**src/rtl/hi_iq_pkg.sv**
```systemverilog
`default_nettype none
// +----------------------------------------------------------------------------+
// | Module : hi_iq_pkg                                                         |
// | Brief  : Shared constants, FSM states and helpers for the SSP I/Q deframer.|
// |          Entry width depends on HI_IQ_DEFRAMER_AMPLITUDE_EN.               |
// | Rev    : 1.0  initial release                                              |
// +----------------------------------------------------------------------------+
package hi_iq_pkg;

  localparam int IQ_BYTE_W  = 8;
  localparam int FRAME_BITS = 16;

`ifdef HI_IQ_DEFRAMER_AMPLITUDE_EN
  localparam int ENTRY_W = 3 * IQ_BYTE_W;
`else
  localparam int ENTRY_W = 2 * IQ_BYTE_W;
`endif

  typedef enum logic [0:0] {
    IDLE  = 1'b0,
    SHIFT = 1'b1
  } state_t;

`ifdef HI_IQ_DEFRAMER_AMPLITUDE_EN
  // Magnitude as unsigned 8-bit, so -128 maps to 128 without saturating.
  function automatic logic [IQ_BYTE_W-1:0] iq_abs(input logic [IQ_BYTE_W-1:0] v);
    logic [IQ_BYTE_W-1:0] r;
    r = v[IQ_BYTE_W-1] ? (~v + 1'b1) : v;
    return r;
  endfunction
`endif

endpackage

`default_nettype wire

```
**src/rtl/hi_iq_fifo.sv**
```systemverilog
`default_nettype none
// +----------------------------------------------------------------------------+
// | Module : hi_iq_fifo                                                        |
// | Brief  : First-word-fall-through FIFO; a push while full is accepted when  |
// |          a pop frees a slot in the same cycle.                             |
// | Rev    : 1.0  initial release                                              |
// +----------------------------------------------------------------------------+
module hi_iq_fifo #(
  parameter int WIDTH = 16,
  parameter int DEPTH = 4
) (
  input  logic                     clk,
  input  logic                     rst,
  input  logic                     i_push,
  input  logic [WIDTH-1:0]         i_push_data,
  input  logic                     i_pop,
  output logic [WIDTH-1:0]         o_head,
  output logic                     o_full,
  output logic                     o_empty,
  output logic [$clog2(DEPTH):0]   o_level
);

  localparam int c_PTR_W = $clog2(DEPTH);
  localparam int c_LVL_W = c_PTR_W + 1;

  logic [WIDTH-1:0]   r_mem [DEPTH];
  logic [c_PTR_W-1:0] r_rd_ptr;
  logic [c_PTR_W-1:0] r_wr_ptr;
  logic [c_LVL_W-1:0] r_count;
  logic               w_pop;
  logic               w_push;

  assign o_full  = (r_count == c_LVL_W'(DEPTH));
  assign o_empty = (r_count == '0);
  assign o_level = r_count;
  assign o_head  = r_mem[r_rd_ptr];

  assign w_pop  = i_pop & ~o_empty;
  assign w_push = i_push & (~o_full | w_pop);

  always_ff @(posedge clk or posedge rst) begin
    if (rst) begin
      r_rd_ptr <= '0;
      r_wr_ptr <= '0;
      r_count  <= '0;
      for (int k = 0; k < DEPTH; k++) begin
        r_mem[k] <= '0;
      end
    end else begin
      if (w_push) begin
        r_mem[r_wr_ptr] <= i_push_data;
        r_wr_ptr        <= r_wr_ptr + 1'b1;
      end
      if (w_pop) begin
        r_rd_ptr <= r_rd_ptr + 1'b1;
      end
      case ({w_push, w_pop})
        2'b10:   r_count <= r_count + 1'b1;
        2'b01:   r_count <= r_count - 1'b1;
        default: r_count <= r_count;
      endcase
    end
  end

endmodule

`default_nettype wire

```
**src/rtl/hi_iq_deframer.sv**
```systemverilog
`default_nettype none
// +----------------------------------------------------------------------------+
// | Module : hi_iq_deframer                                                    |
// | Brief  : Recovers signed I/Q byte pairs from the correlator SSP stream and |
// |          buffers them behind a valid/ready port.                           |
// |          Optional amplitude estimate: HI_IQ_DEFRAMER_AMPLITUDE_EN.         |
// | Rev    : 1.0  initial release                                              |
// +----------------------------------------------------------------------------+
module hi_iq_deframer
  import hi_iq_pkg::*;
#(
  parameter int FIFO_DEPTH = 4,
  parameter int ERR_CNT_W  = 8
) (
  input  logic                          ck_1356meg,
  input  logic                          reset,
  input  logic                          ssp_clk,
  input  logic                          ssp_frame,
  input  logic                          ssp_din,
  output logic                          out_valid,
  input  logic                          out_ready,
  output logic [7:0]                    out_i,
  output logic [7:0]                    out_q,
  output logic [7:0]                    out_amp,
  output logic [$clog2(FIFO_DEPTH):0]   fifo_level,
  output logic                          overflow,
  output logic [ERR_CNT_W-1:0]          frame_err_cnt
);

  localparam int c_CNT_W = $clog2(FRAME_BITS) + 1;

  state_t                  r_state;
  state_t                  w_state_nxt;
  logic                    r_ssp_clk_q;
  logic [c_CNT_W-1:0]      r_cnt;
  logic [c_CNT_W-1:0]      w_cnt_nxt;
  logic [FRAME_BITS-2:0]   r_shreg;
  logic [FRAME_BITS-2:0]   w_shreg_nxt;
  logic                    w_fall;
  logic                    w_push;
  logic                    w_frame_err;
  logic [FRAME_BITS-1:0]   w_word;
  logic [ENTRY_W-1:0]      w_entry;
  logic [ENTRY_W-1:0]      w_head;
  logic                    w_fifo_full;
  logic                    w_fifo_empty;
  logic                    w_pop;
  logic                    r_overflow;
  logic [ERR_CNT_W-1:0]    r_err_cnt;

  // ssp_clk is launched on the opposite edge, so a plain register is enough.
  assign w_fall = r_ssp_clk_q & ~ssp_clk;
  assign w_word = {r_shreg, ssp_din};

  always_ff @(posedge ck_1356meg or posedge reset) begin
    if (reset) begin
      r_ssp_clk_q <= 1'b0;
      r_state     <= IDLE;
      r_cnt       <= '0;
      r_shreg     <= '0;
    end else begin
      r_ssp_clk_q <= ssp_clk;
      r_state     <= w_state_nxt;
      r_cnt       <= w_cnt_nxt;
      r_shreg     <= w_shreg_nxt;
    end
  end

  always_comb begin
    w_state_nxt = r_state;
    w_cnt_nxt   = r_cnt;
    w_shreg_nxt = r_shreg;
    w_push      = 1'b0;
    w_frame_err = 1'b0;
    case (r_state)
      IDLE: begin
        if (w_fall && ssp_frame) begin
          w_shreg_nxt = {{(FRAME_BITS-2){1'b0}}, ssp_din};
          w_cnt_nxt   = c_CNT_W'(1);
          w_state_nxt = SHIFT;
        end
      end
      SHIFT: begin
        if (w_fall) begin
          if (ssp_frame) begin
            // Restart mid-word: drop the partial word, this bit is a new bit 15.
            w_frame_err = 1'b1;
            w_shreg_nxt = {{(FRAME_BITS-2){1'b0}}, ssp_din};
            w_cnt_nxt   = c_CNT_W'(1);
          end else if (r_cnt == c_CNT_W'(FRAME_BITS - 1)) begin
            w_push      = 1'b1;
            w_cnt_nxt   = '0;
            w_state_nxt = IDLE;
          end else begin
            w_shreg_nxt = {r_shreg[FRAME_BITS-3:0], ssp_din};
            w_cnt_nxt   = r_cnt + 1'b1;
          end
        end
      end
      default: begin
        w_state_nxt = IDLE;
        w_cnt_nxt   = '0;
      end
    endcase
  end

`ifdef HI_IQ_DEFRAMER_AMPLITUDE_EN
  logic [IQ_BYTE_W-1:0] w_abs_i;
  logic [IQ_BYTE_W-1:0] w_abs_q;
  logic [IQ_BYTE_W-1:0] w_amp;

  always_comb begin
    w_abs_i = iq_abs(w_word[FRAME_BITS-1:IQ_BYTE_W]);
    w_abs_q = iq_abs(w_word[IQ_BYTE_W-1:0]);
    if (w_abs_i >= w_abs_q) begin
      w_amp = w_abs_i + (w_abs_q >> 1);
    end else begin
      w_amp = w_abs_q + (w_abs_i >> 1);
    end
  end

  assign w_entry = {w_amp, w_word};
  assign out_amp = w_head[ENTRY_W-1:FRAME_BITS];
`else
  assign w_entry = w_word;
  assign out_amp = '0;
`endif

  assign out_valid = ~w_fifo_empty;
  assign w_pop     = out_valid & out_ready;
  assign out_i     = w_head[FRAME_BITS-1:IQ_BYTE_W];
  assign out_q     = w_head[IQ_BYTE_W-1:0];

  hi_iq_fifo #(
    .WIDTH (ENTRY_W),
    .DEPTH (FIFO_DEPTH)
  ) u_fifo (
    .clk         (ck_1356meg),
    .rst         (reset),
    .i_push      (w_push),
    .i_push_data (w_entry),
    .i_pop       (w_pop),
    .o_head      (w_head),
    .o_full      (w_fifo_full),
    .o_empty     (w_fifo_empty),
    .o_level     (fifo_level)
  );

  always_ff @(posedge ck_1356meg or posedge reset) begin
    if (reset) begin
      r_overflow <= 1'b0;
      r_err_cnt  <= '0;
    end else begin
      if (w_push && w_fifo_full && !w_pop) begin
        r_overflow <= 1'b1;
      end
      if (w_frame_err && (r_err_cnt != {ERR_CNT_W{1'b1}})) begin
        r_err_cnt <= r_err_cnt + 1'b1;
      end
    end
  end

  assign overflow      = r_overflow;
  assign frame_err_cnt = r_err_cnt;

endmodule

`default_nettype wire

```
**config.mk**
```make
export PLATFORM = sky130hd
export DESIGN_NAME = hi_iq_deframer
export DESIGN_NICKNAME = d
export VERILOG_FILES = /design/src/rtl/hi_iq_pkg.sv /design/src/rtl/hi_iq_fifo.sv /design/src/rtl/hi_iq_deframer.sv
export SDC_FILE = /design/constraint.sdc
export NUM_CORES = 1
export LEC_CHECK = 0
export BUFFER_PORTS_ARGS = -buffer_cell sky130_fd_sc_hd__buf_2
export CELL_PAD_IN_SITES_DETAIL_PLACEMENT = 1
export CELL_PAD_IN_SITES_GLOBAL_PLACEMENT = 1
export CORE_ASPECT_RATIO = 1.4
export CORE_UTILIZATION = 45
export DETAILED_ROUTE_END_ITERATION = 10
export HOLD_SLACK_MARGIN = 0.05
export PLACE_DENSITY = 0.74
export SLEW_MARGIN = 15
export SYNTH_ARGS = -nofsm -noshare
export SYNTH_HDL_FRONTEND = slang
export SYNTH_HIERARCHICAL = 1
export SYNTH_SLANG_ARGS = --single-unit
```
**constraint.sdc**
```tcl
create_clock -name ck_1356meg -period 2.8 [get_ports ck_1356meg]
set_clock_uncertainty 0.05 [all_clocks]
set_input_delay 0.14 -clock ck_1356meg [delete_from_list [all_inputs] [get_ports ck_1356meg]]
set_output_delay 0.14 -clock ck_1356meg [all_outputs]
set_load 0.02 [all_outputs]
```
After elaboration in Yosys (flattened, before gate mapping)
Cells that the tools add are included.
{"block": "totals", "input_bits": 6, "wordCells": 80, "register_bits": 102, "out_inout_bits": 37}
{"block": "op_classes", "n_reduce_logical": 10, "bitwise_logic": 11, "n_addsub": 6, "eq_ne": 8, "order_cmp": 3, "n_mux": 29}
{"cell": "$bwmux 64", "n": 1}
{"cell": "$mux 15", "n": 4}
{"cell": "$mux 16", "n": 3}
{"cell": "$bmux 16 s2", "n": 1}
{"cell": "$demux 16 s2", "n": 1}
{"cell": "$pmux 15 s2", "n": 1}
{"cell": "$mux 5", "n": 4}
{"cell": "$mux 1", "n": 11}
{"cell": "$pmux 5 s2", "n": 1}
{"cell": "$add 8x1->8 const B", "n": 1}
{"cell": "$ne 8x8->1 const B", "n": 1}
{"cell": "$ge 3x3->1 const B", "n": 2}
{"cell": "$not 2->3", "n": 2}
{"cell": "$pmux 3 s2", "n": 1}
{"cell": "$add 5x1->5 const B", "n": 1}
{"cell": "$eq 5x4->1 const B", "n": 1}
{"cell": "$logic_and 1x1->1", "n": 5}
{"cell": "$add 2x1->2 const B", "n": 2}
{"cell": "$and 1x1->1", "n": 4}
{"cell": "$not 1->1", "n": 4}
{"cell": "$add 3x1->3 const B", "n": 1}
{"cell": "$eq 3x3->1 const B", "n": 1}
{"cell": "$logic_not 3->1", "n": 1}
{"cell": "$lt 3x1->1 const B", "n": 1}
{"cell": "other kinds (12)", "n": 12}

Logic depth before layout (Yosys ltp)
{"block": "depth", "depth_word": 8, "depth_mapped": 10, "mapped_depth_nobuf": 10}

Cells and area by module
Netlist, hierarchy kept.
{"mod": "hi_iq_fifo", "n_inst": 1, "cells_per_inst": 194, "area_per_inst_um2": 3196.8}
{"mod": "hi_iq_deframer", "n_inst": 1, "cells_per_inst": 144, "area_per_inst_um2": 1536.5}

Worst setup path before layout
Ideal clock, no wire load.
{"block": "synth_timing", "kind": "flip-flop to flip-flop", "startpoint": "reg u_fifo.r_count[0], in the netlist u_fifo/o_level[0]", "endpoint": "reg u_fifo.r_count[2], in the netlist u_fifo/o_level[2]", "path_slack_ps": 230, "stages_incl_launch_ff": 11, "t_arrival_ps": 2440, "setup_time_ps": 80, "n_path_buf": 0, "synth_period_minus_slack_ps": 2570, "cell_sequence": "dfrtp_1 > nor3_1 > nor2b_1 > nor4b_4 > nand2b_1 > ha_1 > inv_1 > fa_1 > xor2_1 > nor2_1 > xor2_1"}
{"block": "synth_via", "elab_chain_cells": 8, "word_cells_on_any_way": 14, "classes_between": "add/sub (2); eq/ne (3); mux (1); bitwise (6); reduce/logical (2)"}
{"item": "from (decl)", "line_no": "hi_iq_fifo.sv:29", "text": "logic [c_LVL_W-1:0] r_count;"}
{"item": "from (signal assigned)", "line_no": "hi_iq_fifo.sv:58", "text": "2'b10: r_count <= r_count + 1'b1;"}
{"item": "from (signal assigned)", "line_no": "hi_iq_fifo.sv:59", "text": "2'b01: r_count <= r_count - 1'b1;"}
{"item": "from (signal assigned)", "line_no": "hi_iq_fifo.sv:60", "text": "default: r_count <= r_count;"}
{"item": "$logic_not 3->1 (*)", "line_no": "hi_iq_fifo.sv:34", "text": "assign o_empty = (r_count == '0);"}
{"item": "net w_fifo_empty", "line_no": "hi_iq_deframer.sv:46", "text": "logic w_fifo_empty;"}
{"item": "$not 1->1 (*)", "line_no": "hi_iq_deframer.sv:129", "text": "assign out_valid = ~w_fifo_empty;"}
{"item": "$and 1x1->1 (*)", "line_no": "hi_iq_deframer.sv:130", "text": "assign w_pop = out_valid & out_ready;"}
{"item": "net w_pop", "line_no": "hi_iq_deframer.sv:47", "text": "logic w_pop;"}
{"item": "$and 1x1->1 (*)", "line_no": "hi_iq_fifo.sv:38", "text": "assign w_pop = i_pop & ~o_empty;"}
{"item": "$or 1x1->1", "line_no": "hi_iq_fifo.sv:39", "text": "assign w_push = i_push & (~o_full | w_pop);"}
{"item": "$and 1x1->1", "line_no": "hi_iq_fifo.sv:39"}
{"item": "$eq 2x1->1 / $eq 2x2->1 (equally long branches)", "line_no": "hi_iq_fifo.sv:57", "text": "case ({w_push, w_pop})"}
{"item": "$pmux 3 s2 / $reduce_bool 2->1 (equally long branches)"}
The timed path passes the listed nets; every way through them passes the cells marked *.
A chain may end at the register's enable or synchronous reset.

Final worst setup path
{"block": "layout_timing", "startpoint": "reg u_fifo.r_count[1], in the netlist u_fifo/o_level[1]", "endpoint": "reg u_fifo.r_count[2], in the netlist u_fifo/o_level[2]"}
Same word-level chain as after synthesis.

==> qor.csv <==
stage,metric,value,unit
outcome,status,finished clean,
sta,Slew headroom,54.8,%
detailed_routing,met3 routed WL,247,microns
clock_tree,Clock Tree Buf Depth,2,
clock_tree,root buf cell,clkbuf_16,
setup_path,"Arr. time, crit path",2.69,ns
sta,setup TNS,0,ns
die,Die Span X,88.7,microns
yosys,synthesis-stage register bit count,102,
sta,worst slew pin tran,0.676,ns
die,Initial Utilization,47.0,%
die,Die Area,0.0109,sq mm
clock_tree,Worst-Skew Late Latency,0.34,ns
detailed_routing,Iteration-0 DRC Markers,104,
place,DP Worst Slack,0.229,ns
yosys,Synth Flop Type,dfrtp_1,
yosys,Cells after Synth,338,
setup_path,maximum fanout along the worst path,5,
die,num ports,43,
sta,Final setup viols,0,
clock_tree,clk slew on worst S/H paths,0.07,ns
sta,fin. max-slew vios,0,
detailed_routing,DRC violations left,0,
final_layout,most frequent cells in the layout,"dfrtp_1 (102), mux2_2 (68), buf_2 (34)",
global_route,largest net degree at the start of global routing,43,
setup_path,CP Capture Type,register,
clock_tree,htree depth,3,
yosys,"FFs w/ async S/R, synth",100,%
final_layout,Sequential Area,0.00255,sq mm
pwr,PwrDens,697,mW/mm^2
detailed_routing,WL per Instance,18.2,microns
final_layout,area grow syn2layout,13.9,%
yosys,Synth Cell Area,0.00473,sq mm
clock_tree,Num CTS Buffers,9,
yosys,Synth area leader,dfrtp_1,
sta,Final Hold Viols,0,
global_route,GR Overflow Total,0,
setup_path,WP data required,3.02,ns
final_layout,Antenna Cells,0,
yosys,post-synth top area share,53.9,%
clock_tree,CTS tree,built,
detailed_routing,detailed-route wire length on metal 1,3.93,mm
final_layout,Final nets,398,
place,Final HPWL DP,6.52,mm
detailed_routing,Final ANT Viol Nets,0,
yosys,post-synthesis cell type count,46,
min_path,Hold/Removal Path Class,input pin to asynchronous set/reset pin,
setup_path,CP Launch Type,register,
final_layout,share of layout cells above drive strength 1,41.1,%
sta,crit share post-route,88.2,%
detailed_routing,number of vias per cell,5.44,
yosys,synth warn,6,
run,MaxCap Viol Count,0,
place,cell total after placement,505,
yosys,"Seq/Total Area, Yosys",53.9,%
setup_path,CP Class,register to register,
final_layout,"Design Area, Final",0.00539,sq mm
place,I/O Buffers,34,
die,Die H,123,microns
yosys,Syn Area/Cell,14.0,sq um
clock_tree,CTS sink count,102,
die,# rows,43,
final_layout,Layout Cells excl Fill,524,
detailed_routing,Top Layer Used,met4,
final_layout,area of the multi-input gates,0.00201,sq mm
final_layout,"most common cell after layout, fill and taps aside",dfrtp_1,
yosys,"EDFF count, synth",0,
detailed_routing,vias,2849,
sta,Peak Freq,405,MHz
die,core area,0.0101,sq mm
final_layout,filler cell count,1027,
sta,RSZ-0062 raised after global routing,no,
pwr,maximum VDD drop,354,uV
global_route,gr usage total,20.4,%
place,placed cell area,0.00505,sq mm
detailed_routing,met2 WL post-DR,5.23,mm
yosys,top post-synthesis cells by area,"dfrtp_1 (54%), mux2_2 (16%), mux4_2 (7.6%)",
sta,final worst path period need,2.47,ns
global_route,vias in the first global route,3182,
global_route,initial antenna violation count,0,
global_route,first-pass GRT wire length,16.4,mm
sta,setup ws final,0.329,ns
detailed_routing,drt total wl,9.56,mm
place,GPL Wtd Cong,0.728,
pwr,P_leak,2.63,nW
detailed_routing,1st-pass router iterations,4,
## metrics by stage
| step | power [mW] | utilization [%] | hold slack [ns] |
|---|---|---|---|
| floorplan | 2.27 | - | 0.121 |
| global placement | 2.49 | 50.2 | -0.0282 |
| detailed placement | 2.51 | 50.2 | -0.0251 |
| CTS | 3.81 | 53.5 | 0.141 |
| global route | 3.95 | 53.6 | 0.192 |
| finish | 3.76 | 53.6 | 0.185 |
## Yosys cell counts, types with 2 or more instances
library cell,number
mux2_2,68
o21ai_0,8
nand2b_1,10
a22o_1,6
buf_6,5
clkbuf_1,4
inv_1,12
a31oi_1,2
a21oi_1,2
nand2_1,20
o32a_1,2
nand3_1,7
dfrtp_1,102
nor2_2,4
buf_4,9
mux4_2,16
o221ai_1,6
nor2b_1,5
a41oi_1,3
buf_2,2
xnor2_1,6
and3_1,2
nor2_1,3
xor2_1,3
nor3_1,3
ha_1,7
nand4_1,2
## final cells by class
cell class	instances	share of cell area (%)
multi-input cells	210	37.4
clock inverters	6	1.28
clock buffers	10	4.43
repair buffers	49	5.62
well taps	135	3.13
flip-flops and latches	102	47.3
inverters	12	0.835
## cells by family after synthesis
logic type               Yosys count  synth area share, %
flip-flops                       102                 53.9
buffers and inverters             33                 4.18
multiplexers                      86                 24.3
AO/OA/AOI/OAI                     35                 5.71
XOR/XNOR                           9                 1.67
other                              1               0.0792
adder cells (fa/ha/maj)            8                 2.27
AND/OR/NAND/NOR                   64                 7.85
## path summary, 6_finish.rpt
kind / from / endpoint / slack, ns / cells after the start
setup reg to reg: u_fifo/o_level[1] / u_fifo/o_level[2] / 0.33 / 10
hold reg to reg: overflow / overflow / 0.42 / 1
hold / removal: reset / frame_err_cnt[5] / 0.18 / 3
min in group ck_1356meg: ssp_frame / r_state / 0.21 / 3
setup / recovery: u_fifo/o_level[1] / u_fifo/o_level[2] / 0.33 / 10
max in group asynchronous: reset / u_fifo/r_mem[3] / 1.60 / 4
## worst max-delay path: stages, from the launching register on
cell	delay, ns
dfrtp_1	0.45
nor3_2	0.23
nor2b_1	0.13
nor4b_4	0.26
nand2b_1	0.22
ha_1	0.21
inv_1	0.06
fa_1	0.37
xor2_1	0.15
nor2_1	0.12
xor2_1	0.15
## timing repair
| item | 4_1_cts | 5_1_grt |
|---|---|---|
| hold buffers | 3 | 0 |
| hold endpoints to repair | 65 | 0 |
| buffers inserted | 0 | 0 |
| endpoints found under the setup margin | 0 | 1 |
| resized for setup | 0 | 1 |
## routing by layer
layer / track usage, % / vias up
li1: - / 1305
met1: 24.4 / 1494
met2: 36.3 / 38
met3: 4.41 / 12
met4: 6.45 / 0
met5: 0 / -
## state kept, by name (all words and copies together), names as in the netlist
signal,count
overflow,1
u_fifo/o_level,3
u_fifo/r_mem,64
r_ssp_clk_q,1
r_cnt,5
u_fifo/r_wr_ptr,2
u_fifo/r_rd_ptr,2
frame_err_cnt,8
r_state,1
r_shreg,15
## power by group
part	switching (mW)	internal (mW)	total, mW
Combinational	0.408	0.330	0.738
Sequential	0.161	1.57	1.73
Clock	0.563	0.724	1.29
Note: power is estimated with default switching activity, not from simulation.
